### src/rtl/load_station_multi.sv
// load_station_multi: DEPTH-entry load reservation station.
// Snoops NBC broadcast channels; issues the oldest ready load.
module load_station_multi #(
  parameter int DEPTH      = 4,
  parameter int DW         = 32,
  parameter int LW         = 5,
  parameter int OPW        = 5,
  parameter int NBC        = 2,
  parameter int LABEL_BASE = 1
) (
  input  logic              clk,
  input  logic              rst,
  input  logic              flush,
  input  logic              WEN,
  input  logic [OPW-1:0]    opCode,
  input  logic [OPW-1:0]    func,
  input  logic [DW-1:0]     dataIn1,
  input  logic [LW-1:0]     label1,
  input  logic [DW-1:0]     Imm,
  input  logic [NBC-1:0]    BCEN,
  input  logic [NBC*LW-1:0] BClabel,
  input  logic [NBC*DW-1:0] BCdata,
  input  logic              EXEable,
  output logic              isFull,
  output logic [LW-1:0]     allocLabel,
  output logic              OutEn,
  output logic [OPW-1:0]    opOut,
  output logic [DW-1:0]     dataOut1,
  output logic [DW-1:0]     dataOut2,
  output logic [LW-1:0]     labelOut
);

  localparam int IW = (DEPTH > 1) ? $clog2(DEPTH) : 1;

  logic [DEPTH-1:0] r_valid;
  logic [LW-1:0]    r_tag   [DEPTH];
  logic [DW-1:0]    r_data  [DEPTH];
  logic [DW-1:0]    r_imm   [DEPTH];
  logic [OPW-1:0]   r_op    [DEPTH];
  // r_older[i][j]: entry i was allocated before entry j
  logic [DEPTH-1:0] r_older [DEPTH];

  logic             r_oen;
  logic [OPW-1:0]   r_op_out;
  logic [DW-1:0]    r_d1_out;
  logic [DW-1:0]    r_d2_out;
  logic [LW-1:0]    r_lbl_out;

  logic [DEPTH-1:0] w_ready;
  logic             w_free_hit;
  logic [IW-1:0]    w_free_idx;
  logic             w_iss_hit;
  logic [IW-1:0]    w_iss_idx;
  logic             w_alloc;
  logic             w_issue;
  logic             w_byp_hit;
  logic [DW-1:0]    w_byp_data;
  logic [DEPTH-1:0] w_snp_hit;
  logic [DW-1:0]    w_snp_data [DEPTH];
  logic             w_unused_func;

  assign w_unused_func = ^func;

  assign isFull     = &r_valid;
  assign allocLabel = LW'(LABEL_BASE) + LW'(w_free_idx);
  assign w_alloc    = WEN && !isFull;
  assign w_issue    = EXEable && w_iss_hit;

  assign OutEn    = r_oen;
  assign opOut    = r_op_out;
  assign dataOut1 = r_d1_out;
  assign dataOut2 = r_d2_out;
  assign labelOut = r_lbl_out;

  // ready mask: valid entries whose operand tag has cleared
  always_comb begin
    w_ready = '0;
    for (int i = 0; i < DEPTH; i++)
      w_ready[i] = r_valid[i] && (r_tag[i] == '0);
  end

  // lowest-index free slot
  always_comb begin
    w_free_hit = 1'b0;
    w_free_idx = '0;
    for (int i = DEPTH-1; i >= 0; i--)
      if (!r_valid[i]) begin
        w_free_hit = 1'b1;
        w_free_idx = IW'(i);
      end
  end

  // oldest ready entry: older than every other ready entry
  always_comb begin
    w_iss_hit = 1'b0;
    w_iss_idx = '0;
    for (int i = 0; i < DEPTH; i++)
      if (w_ready[i] &&
          ((w_ready & ~r_older[i] & ~(DEPTH'(1) << i)) == '0)) begin
        w_iss_hit = 1'b1;
        w_iss_idx = IW'(i);
      end
  end

  // write-time bypass, lowest channel wins
  always_comb begin
    w_byp_hit  = 1'b0;
    w_byp_data = dataIn1;
    for (int c = NBC-1; c >= 0; c--)
      if (label1 != '0 && BCEN[c] &&
          BClabel[c*LW +: LW] == label1) begin
        w_byp_hit  = 1'b1;
        w_byp_data = BCdata[c*DW +: DW];
      end
  end

  // per-entry snoop, lowest channel wins
  always_comb begin
    for (int i = 0; i < DEPTH; i++) begin
      w_snp_hit[i]  = 1'b0;
      w_snp_data[i] = '0;
      for (int c = NBC-1; c >= 0; c--)
        if (r_valid[i] && r_tag[i] != '0 && BCEN[c] &&
            BClabel[c*LW +: LW] == r_tag[i]) begin
          w_snp_hit[i]  = 1'b1;
          w_snp_data[i] = BCdata[c*DW +: DW];
        end
    end
  end

  // entry storage: snoop capture, issue free, allocate
  always_ff @(posedge clk) begin
    if (rst || flush) begin
      r_valid <= '0;
      for (int i = 0; i < DEPTH; i++)
        r_older[i] <= '0;
    end else begin
      for (int i = 0; i < DEPTH; i++)
        if (w_snp_hit[i]) begin
          r_tag[i]  <= '0;
          r_data[i] <= w_snp_data[i];
        end
      if (w_issue)
        r_valid[w_iss_idx] <= 1'b0;
      if (w_alloc) begin
        r_valid[w_free_idx] <= 1'b1;
        r_op[w_free_idx]    <= opCode;
        r_imm[w_free_idx]   <= Imm;
        r_tag[w_free_idx]   <= w_byp_hit ? '0 : label1;
        r_data[w_free_idx]  <= w_byp_data;
        for (int j = 0; j < DEPTH; j++)
          if (IW'(j) == w_free_idx)
            r_older[j] <= '0;
          else
            r_older[j][w_free_idx] <= 1'b1;
      end
    end
  end

  // registered issue port; data holds when nothing issues
  always_ff @(posedge clk) begin
    if (rst || flush) begin
      r_oen     <= 1'b0;
      r_op_out  <= '0;
      r_d1_out  <= '0;
      r_d2_out  <= '0;
      r_lbl_out <= '0;
    end else begin
      r_oen <= w_issue;
      if (w_issue) begin
        r_op_out  <= r_op[w_iss_idx];
        r_d1_out  <= r_data[w_iss_idx];
        r_d2_out  <= r_imm[w_iss_idx];
        r_lbl_out <= LW'(LABEL_BASE) + LW'(w_iss_idx);
      end
    end
  end

endmodule
### config.mk
export PLATFORM = sky130hd
export DESIGN_NAME = load_station_multi
export DESIGN_NICKNAME = d
export VERILOG_FILES = /design/src/rtl/load_station_multi.sv
export SDC_FILE = /design/constraint.sdc
export NUM_CORES = 1
export LEC_CHECK = 0
export CAP_MARGIN = 20
export CORE_ASPECT_RATIO = 1.5
export CORE_MARGIN = 2
export CORE_UTILIZATION = 30
export CTS_BUF_LIST = sky130_fd_sc_hd__clkbuf_2 sky130_fd_sc_hd__clkbuf_4 sky130_fd_sc_hd__clkbuf_8
export CTS_CLUSTER_SIZE = 30
export DETAILED_ROUTE_END_ITERATION = 8
export MAX_ROUTING_LAYER = met4
export PLACE_DENSITY = 0.51
export SLEW_MARGIN = 20
export SYNTH_ARGS = -nofsm -noshare
export SYNTH_HDL_FRONTEND = slang
export SYNTH_SLANG_ARGS = --single-unit
### constraint.sdc
create_clock -name clk -period 7.05 [get_ports clk]
set_input_delay 1.41 -clock clk [delete_from_list [all_inputs] [get_ports clk]]
set_output_delay 1.41 -clock clk [all_outputs]
set_load 0.03 [all_outputs]
* After elaboration in Yosys (flattened, before gate mapping)
Memories as Yosys holds them, arrays and structs flattened. A register that Yosys moved wholly into a read port is not among the register bits.
Index checks and enable logic that the tools add are counted.
** Operators by class
- Add/sub/neg operators :: 2
- Multiply operators :: 0
- Divide/modulo/power cells :: 0
- $lt $le $gt $ge :: 4
- Eq/ne operators :: 13
- Shift-type cells :: 0
- Multiplexer cells :: 108
- Bitwise operators :: 31
- Reductions and logical operators :: 53
** Operators by type and width (number)
- 32-bit two-way mux :: 10
- 1-bit two-way mux :: 78
- 5-bit equality test :: 10
- 4-bit two-way mux :: 11
- 1-bit logical AND :: 36
- 5-bit nonzero test :: 5
- 5-bit logical NOT :: 4
- 1-bit OR :: 20
- 4-bit AND :: 4
- 4-bit logical NOT :: 4
- 4-bit inverter :: 4
- 2-bit two-way mux :: 6
- 1-bit by 2-bit adder with 3-bit output, first input constant :: 2
- 2-bit by 3-bit less-than comparator with 1-bit output, second input constant :: 2
- 5-bit two-way mux :: 1
- 1-bit demux with 2-bit select :: 2
- 2-bit equality test, first input constant :: 2
- 2-bit by 1-bit >= comparator with 1-bit output, second input constant :: 2
- 4-bit OR :: 1
- 4-bit AND reduction :: 1
- 3-bit AND :: 1
- 3-bit inverter :: 1
- 1-bit by 2-bit equality test with 1-bit output, first input constant :: 1
- 2-bit logical NOT :: 1
- other kinds (2) :: 2
** Storage, ports and cells
- Register bits :: 10
- Latch bits :: 0
- RAM bits :: 312
- Memory bits (read-only) :: 0
- Output and inout bits :: 81
- Memories kept :: 5
** Memories
- r_data :: depth 4, bits a word 32, read ports 1, clocked after memory_dff 1, wr ports 5, RTL line 37 : logic [DW-1:0] r_data [DEPTH];
- r_imm :: depth 4, bits a word 32, read ports 1, clocked after memory_dff 1, wr ports 1, RTL line 38 : logic [DW-1:0] r_imm [DEPTH];
- r_op :: depth 4, bits a word 5, read ports 1, clocked after memory_dff 1, wr ports 1, RTL line 39 : logic [OPW-1:0] r_op [DEPTH];
- r_tag :: depth 4, bits a word 5, read ports 4, clocked after memory_dff 0, wr ports 5, RTL line 36 : logic [LW-1:0] r_tag [DEPTH];
- r_older :: depth 4, bits a word 4, read ports 4, clocked after memory_dff 0, wr ports 4, RTL line 41 : logic [DEPTH-1:0] r_older [DEPTH];

* Logic depth before layout (Yosys ltp)
An unclocked memory read counts as a cell.
- Depth in word-level cells :: 19
- Gate-level depth with buffers :: 11
- Depth with buffers taken out :: 9

* Least setup slack after synthesis
OpenSTA, ideal clock, no wires.
- Path kind :: input to register
- Start point :: input BClabel[1]
- End point :: memory r_data[2][0], enable pin
- Setup time :: 0.483 ns
- Arrival time :: 5.073 ns
- Slack :: 1.495 ns
- Stages :: 6
- Buffers on the path :: 1
- Cells stage by stage :: clkbuf_1 xnor2_1 nand4_1 nor3_1 nor2b_1 o21ai_0
** RTL lines
- start: declaration :: RTL line 21 : input logic [NBC*LW-1:0] BClabel,
- end: declaration :: RTL line 37

==> run_results.csv <==
group,metric,value,unit
finish,final_util,37.7,%
sta,setup_slack,2.72,ns
logic_synthesis,netlist_area,17900,um2
finish,stdcell_count,2570,
global_routing,antenna_found_initial,2,
critical_path,crit_path_frequent_cell,"buf_4",
sta,setup_viol_count_final,0,
finish,multiInputGateArea,6570,um2
critical_path,arrival,4.62,ns
run,cap_violations,0,
clock_network,cts_max_level,2,
sta,rsz0062_at_grt,"no",
status,status,"complete, no violations",
critical_path,start_kind,"primary input",
sta,worst_pin_slew,1.19,ns
power_and_ir_drop,leakage,7.24,nW
finish,synthToLayoutAreaGrowth,24.1,%
clock_network,clk_pin_slew,0.05,ns
clock_network,numCtsBuffers,58,
clock_network,cts-root-buf,"clkbuf_8",
route,drc_errors,0,
critical_path,cp_max_fo,34,
route,viasPerCell,5.52,
clock_network,hold_buffers,0,
min_path,hp-class,"flop to flop",
logic_synthesis,synthFlopType,"edfxtp_1",
finish,fillers,5784,
logic_synthesis,synth-async-reset-ratio,0,%
clock_network,post-cts-setup-buffers,0,
power_and_ir_drop,p_total,4.74,mW
sta,fin_crit,4.33,ns
critical_path,end_kind,"flop",
critical_path,slowest_delay,0.77,ns
place,place_ws,2.08,ns
global_routing,grtUsageTotal,20.4,%
logic_synthesis,synth_cells,1564,
logic_synthesis,yosysSeqAreaShare,60.3,%
logic_synthesis,yosysWarnings,0,
die,start_util,30.4,%
critical_path,path_delay_family,"buffers and inverters",
route,drt-initial-drc-count,1288,
critical_path,crit_required,7.34,ns
sta,skew,0.0326,ns
die,die_h,303,um
global_routing,grt_max_degree,111,
power_and_ir_drop,clockPowerShare,41.6,%
sta,whs,0.488,ns
place,hpwl,35400,um
route,num_vias,14200,
power_and_ir_drop,p_comb_share,6.2,%
finish,nNetsFinal,1909,
power_and_ir_drop,ir_drop,0.000133,V
power_and_ir_drop,switchingPower,1.08,mW
logic_synthesis,synth-edff-count,308,
place,io_buffers,231,
die,core_area,58900,um2
place,place.gp.congestion,0.835,
sta,finalHoldViolCount,0,
global_routing,grt_pass1_vias,14500,
sta,slew_viol_final,0,
finish,final_common_cell,"edfxtp_1",
logic_synthesis,avgSynthCellArea,11.4,um2
sta,max_slew_margin,20.5,%
global_routing,overflow,0,
critical_path,path_cells,"clkdlybuf4s50_1 -> xnor2_1 -> nand4_1 -> nor3_2 -> buf_4 -> nor2b_1 -> o21ai_4 -> buf_4",
finish,layout-drive-gt1-share,12.2,%
finish,layout_common_cells,"308 x edfxtp_1, 231 x clkdlybuf4s50_1, 187 x a21oi_1",
logic_synthesis,synth_cell_types,49,
die,ios,241,
die,die_area,61600,um2
die,rows,109,
place,placed_area,20900,um2
finish,design_area,22200,um2
global_routing,grt_pass1_wl,90800,um
logic_synthesis,synth_seq_cells,385,
power_and_ir_drop,p_int,3.66,mW
critical_path,path_class,"primary input to flop",
route,wirelength,62000,um
sta,tns,0,ns
clock_network,clock_sinks,385,
power_and_ir_drop,power.density,214,nW/um2
clock_network,cts_max_path_buffers,3,
place,dpl.cell_count,2458,
route,routedWlPerCell,24.1,um
route,postRouteAntennaNets,0,
power_and_ir_drop,sequentialPowerShare,52.1,%
clock_network,tritoncts,"built",
die,die_w,203,um
finish,seq_area,10800,um2
power_and_ir_drop,p_sw_share,22.7,%
critical_path,critPathSlowestCell,"o21ai_4",
route,drt_pass1_iterations,6,
clock_network,clk_latency,0.64,ns
sta,min_period_over_period,61.4,%
sta,clock.fmax,231,MHz
clock_network,cts_resized,0,
critical_path,cp.buffers_inverters,3,
synth_stat cells (all sizes together) (10+ instances only):
| cell | n | share of area, % |
|---|---|---|
| edfxtp | 308 | 52 |
| a21oi | 198 | 5.8 |
| nand2 | 167 | 3.5 |
| o21ai | 155 | 4.3 |
| a221oi | 128 | 6.3 |
| clkbuf | 102 | 2.1 |
| dfxtp | 77 | 8.6 |
| a31oi | 68 | 2.4 |
| a21o | 67 | 2.8 |
| nor2 | 49 | 1.0 |
| buf | 45 | 1.5 |
| xnor2 | 36 | 1.8 |
| mux2i | 34 | 1.9 |
| mux2 | 33 | 2.1 |
| xor2 | 12 | 0.59 |
| inv | 10 | 0.21 |
worst reg2reg max path: stages (launching register included):
cell and delay [ns]:
edfxtp_1 0.44, or4_4 0.60, or4_1 0.53, o2111ai_4 0.13
buf_4 0.80, a41oi_4 0.26, buf_12 0.31, o21ai_0 0.36
a31oi_1 0.07
final cells by class:
class / count / area share (%)
Inverter: 10 / 0.214
Antenna cell: 2 / 0.0225
Sequential cell: 385 / 48.6
Timing Repair Buffer: 261 / 11.5
Clock inverter: 18 / 0.552
Tap cell: 777 / 4.38
Multi-Input combinational cell: 1025 / 29.6
Clock buffer: 92 / 5.14
layer usage:
layer	GRT usage (%)	vias up	share of wire, %
met5	-	-	0
met2	36.2	699	51
li1	-	6389	-
met3	2.32	197	6.2
met1	22.9	6894	38
met4	9.33	0	4.6
sequential cells by signal, indices dropped and copies added (netlist names):
register and count:
OutEn 1, dataOut1 32, dataOut2 32, labelOut 3
opOut 5, r_data 128, r_imm 128, r_older 12
r_op 20, r_tag 20, r_valid 4
final timing paths:
path	slack, ns	end	cells after the start	start
min reg2reg	0.49	labelOut[2]	2	labelOut[2]
min	0.49	labelOut[2]	2	labelOut[2]
max	2.72	r_tag[2][4]	8	BClabel[1]
max reg2reg	3.41	dataOut1[3]	8	r_tag[2][0]
power groups by stage:
stage	sequential (mW)	combinational [mW]	clock, mW
after floorplan	2.52	0.118	0
after global placement	2.52	0.290	0
after detailed placement	2.52	0.295	0
after CTS	2.47	0.296	2.02
after global routing	2.47	0.317	2.11
final	2.47	0.295	1.97
cells by family (layout without fill, tap and decap cells):
| kind of cell | after synthesis | count (layout) | share of synthesized area, % |
|---|---|---|---|
| AND/OR/NAND/NOR | 265 | 265 | 6.34 |
| XOR/XNOR | 48 | 48 | 2.35 |
| buffers and inverters | 157 | 381 | 3.87 |
| adder cells (fa/ha/maj) | 8 | 8 | 0.560 |
| other | 1 | 6 | 0.0210 |
| AO/OA/AOI/OAI | 633 | 633 | 22.6 |
| flip-flops | 385 | 385 | 60.3 |
| multiplexers | 67 | 67 | 3.98 |
No activity file was read; power rests on OpenSTA's default activity.
==> RTL change (same settings) <==
Change the parameter `NBC` from 2 to 1.
--- a/src/rtl/load_station_multi.sv
+++ b/src/rtl/load_station_multi.sv
@@ -5,7 +5,7 @@
   parameter int DW         = 32,
   parameter int LW         = 5,
   parameter int OPW        = 5,
-  parameter int NBC        = 2,
+  parameter int NBC        = 1,
   parameter int LABEL_BASE = 1
 ) (
   input  logic              clk,
Ports: changed (resized BCEN, BCdata and BClabel); port bits go from 241 to 203. The function was not compared with the original's and may differ.
==> RTL change against the original RTL <==
- via count is 19% lower
- power is 1.8% higher
- global-route usage is 2.4 points lower
- core utilization is 0.77 points higher
- clock skew is 2.2 ps lower
- sequential cell count stayed put
- first-iteration DRC count is 56% lower
- wire length is 21% lower
- maximum frequency is 2.0% higher
- area after synthesis is 10% lower
- non-clock buffer count is 41 lower
- final area is 8.7% lower
- worst setup slack better by 83 ps
==> RTL change: results (changes against the original RTL) <==
The start point of the critical path is flush (was BClabel[1]). The end of the worst register-to-register path was r_valid[3]$_SDFF_PN0_ (was dataOut1[3]$_SDFFE_PN0N_). The run gives 3390 ps (was 3410 ps) as the worst-case register-to-register setup slack. The tools report the worst hold endpoint as labelOut[1]$_SDFFE_PN0N_ (was labelOut[2]$_SDFFE_PN0N_). The startpoint of the worst hold path is labelOut[1]$_SDFFE_PN0N_ (was labelOut[2]$_SDFFE_PN0N_). The share of final-layout standard cells stronger than drive strength 1 is 10.74% (was 12.17%).

The launch instance of the worst register-to-register path was r_tag[3][0]$_SDFFCE_PN0P_ (was r_tag[2][0]$_SDFFCE_PN0P_). The flow ran to the end, and the final reports show no timing, DRC or antenna violations. The tools report the post-layout net count as 1596 (was 1909). The largest incremental delay on the critical path is 690 ps (was 770 ps).

The part of the Yosys area used for sequential elements is 67.25% (was 60.31%). Number of detailed-route iterations in the first pass: 5 (was 6). The port buffer count was 193 (was 231); the data arrival time of the critical path was 4520 ps (was 4620 ps). Length in cells of the worst reg-to-reg path: 9 (was 8). The number of unique standard cell types used by synthesis was 46 (was 49). The logs give 28050 um (was 35410 um) for the detailed placer's ending HPWL and 567 (was 1288) for the number of DRC violations after detailed-routing iteration 0. The switching fraction of total power was 20.94% (was 22.71%). Wire length reported by the detailed router: 48710 um (was 61990 um). The tools report the total routing resource utilization after global routing as 17.96% (was 20.36%). The placed standard-cell area is 18810 um2 (was 20930 um2), and the remaining max-slew budget at the tightest pin is 30.94% (was 20.46%). Initial antenna violation count: 9 (was 2). The tools report the number of global-route vias before repair as 11780 (was 14520).
## RTL change: layout make-up
cell class                 count  area, um2
fill                        5005      32440
sequential                   385      10790
multi-input combinational    784       4926
timing repair buffer         220       2220
clock buffer                  90       1107
tap                          682      853.3
clock inverter                25      295.3
inverter                      14      52.55
antenna                        9      22.52
## RTL change: power by group through the flow
stage	Clock, uW	Sequential, uW	Combinational [uW]
6_report	2170	2470	190
5_1_grt	2320	2470	204
4_1_cts	2220	2470	192
3_5_place_dp	0	2520	191
3_3_place_gp	0	2520	187
2_1_floorplan	0	2520	64.4
## RTL change: worst max-delay path: cells and delay by family
| family | cells | cell delay [ps] |
|---|---|---|
| and+or+nand+nor | 2 | 740 |
| buffers and inverters | 4 | 2210 |
## RTL change: logic make-up (layout without fill, tap and decap cells)
family                   Yosys count  after routing  synth area share, %
adder cells (fa/ha/maj)            8              8               0.6239
flip-flops                       385            385                67.25
buffers and inverters            120            349                3.158
XOR/XNOR                          20             20                1.092
AND/OR/NAND/NOR                  380            380                9.872
other                              1             13              0.02337
multiplexers                       6              6               0.4055
AO/OA/AOI/OAI                    366            366                17.58
## RTL change: per-stage QoR
stage | instances | util [%] | worst slack, ps | hold WS (ps)
final | 2209 | 38.45 | 2802 | 526.5
after global routing | 2209 | 38.45 | 2710 | 550.4
after CTS | 2199 | 38.36 | 2756 | 528.9
after detailed placement | 2084 | 35.69 | 2091 | 521.7
after global placement | 2080 | 35.51 | 2165 | 520.4
after floorplan | 1289 | - | 1598 | 509.8
## RTL change: layer usage
metal  share of wire, %  up-vias  global-route usage [%]
met1                 39     5724                   19.46
met5                  0        -                       -
li1                   -     5299                       -
met2                 54      336                   32.58
met3                5.5       76                   3.419
met4                2.3        0                   5.916
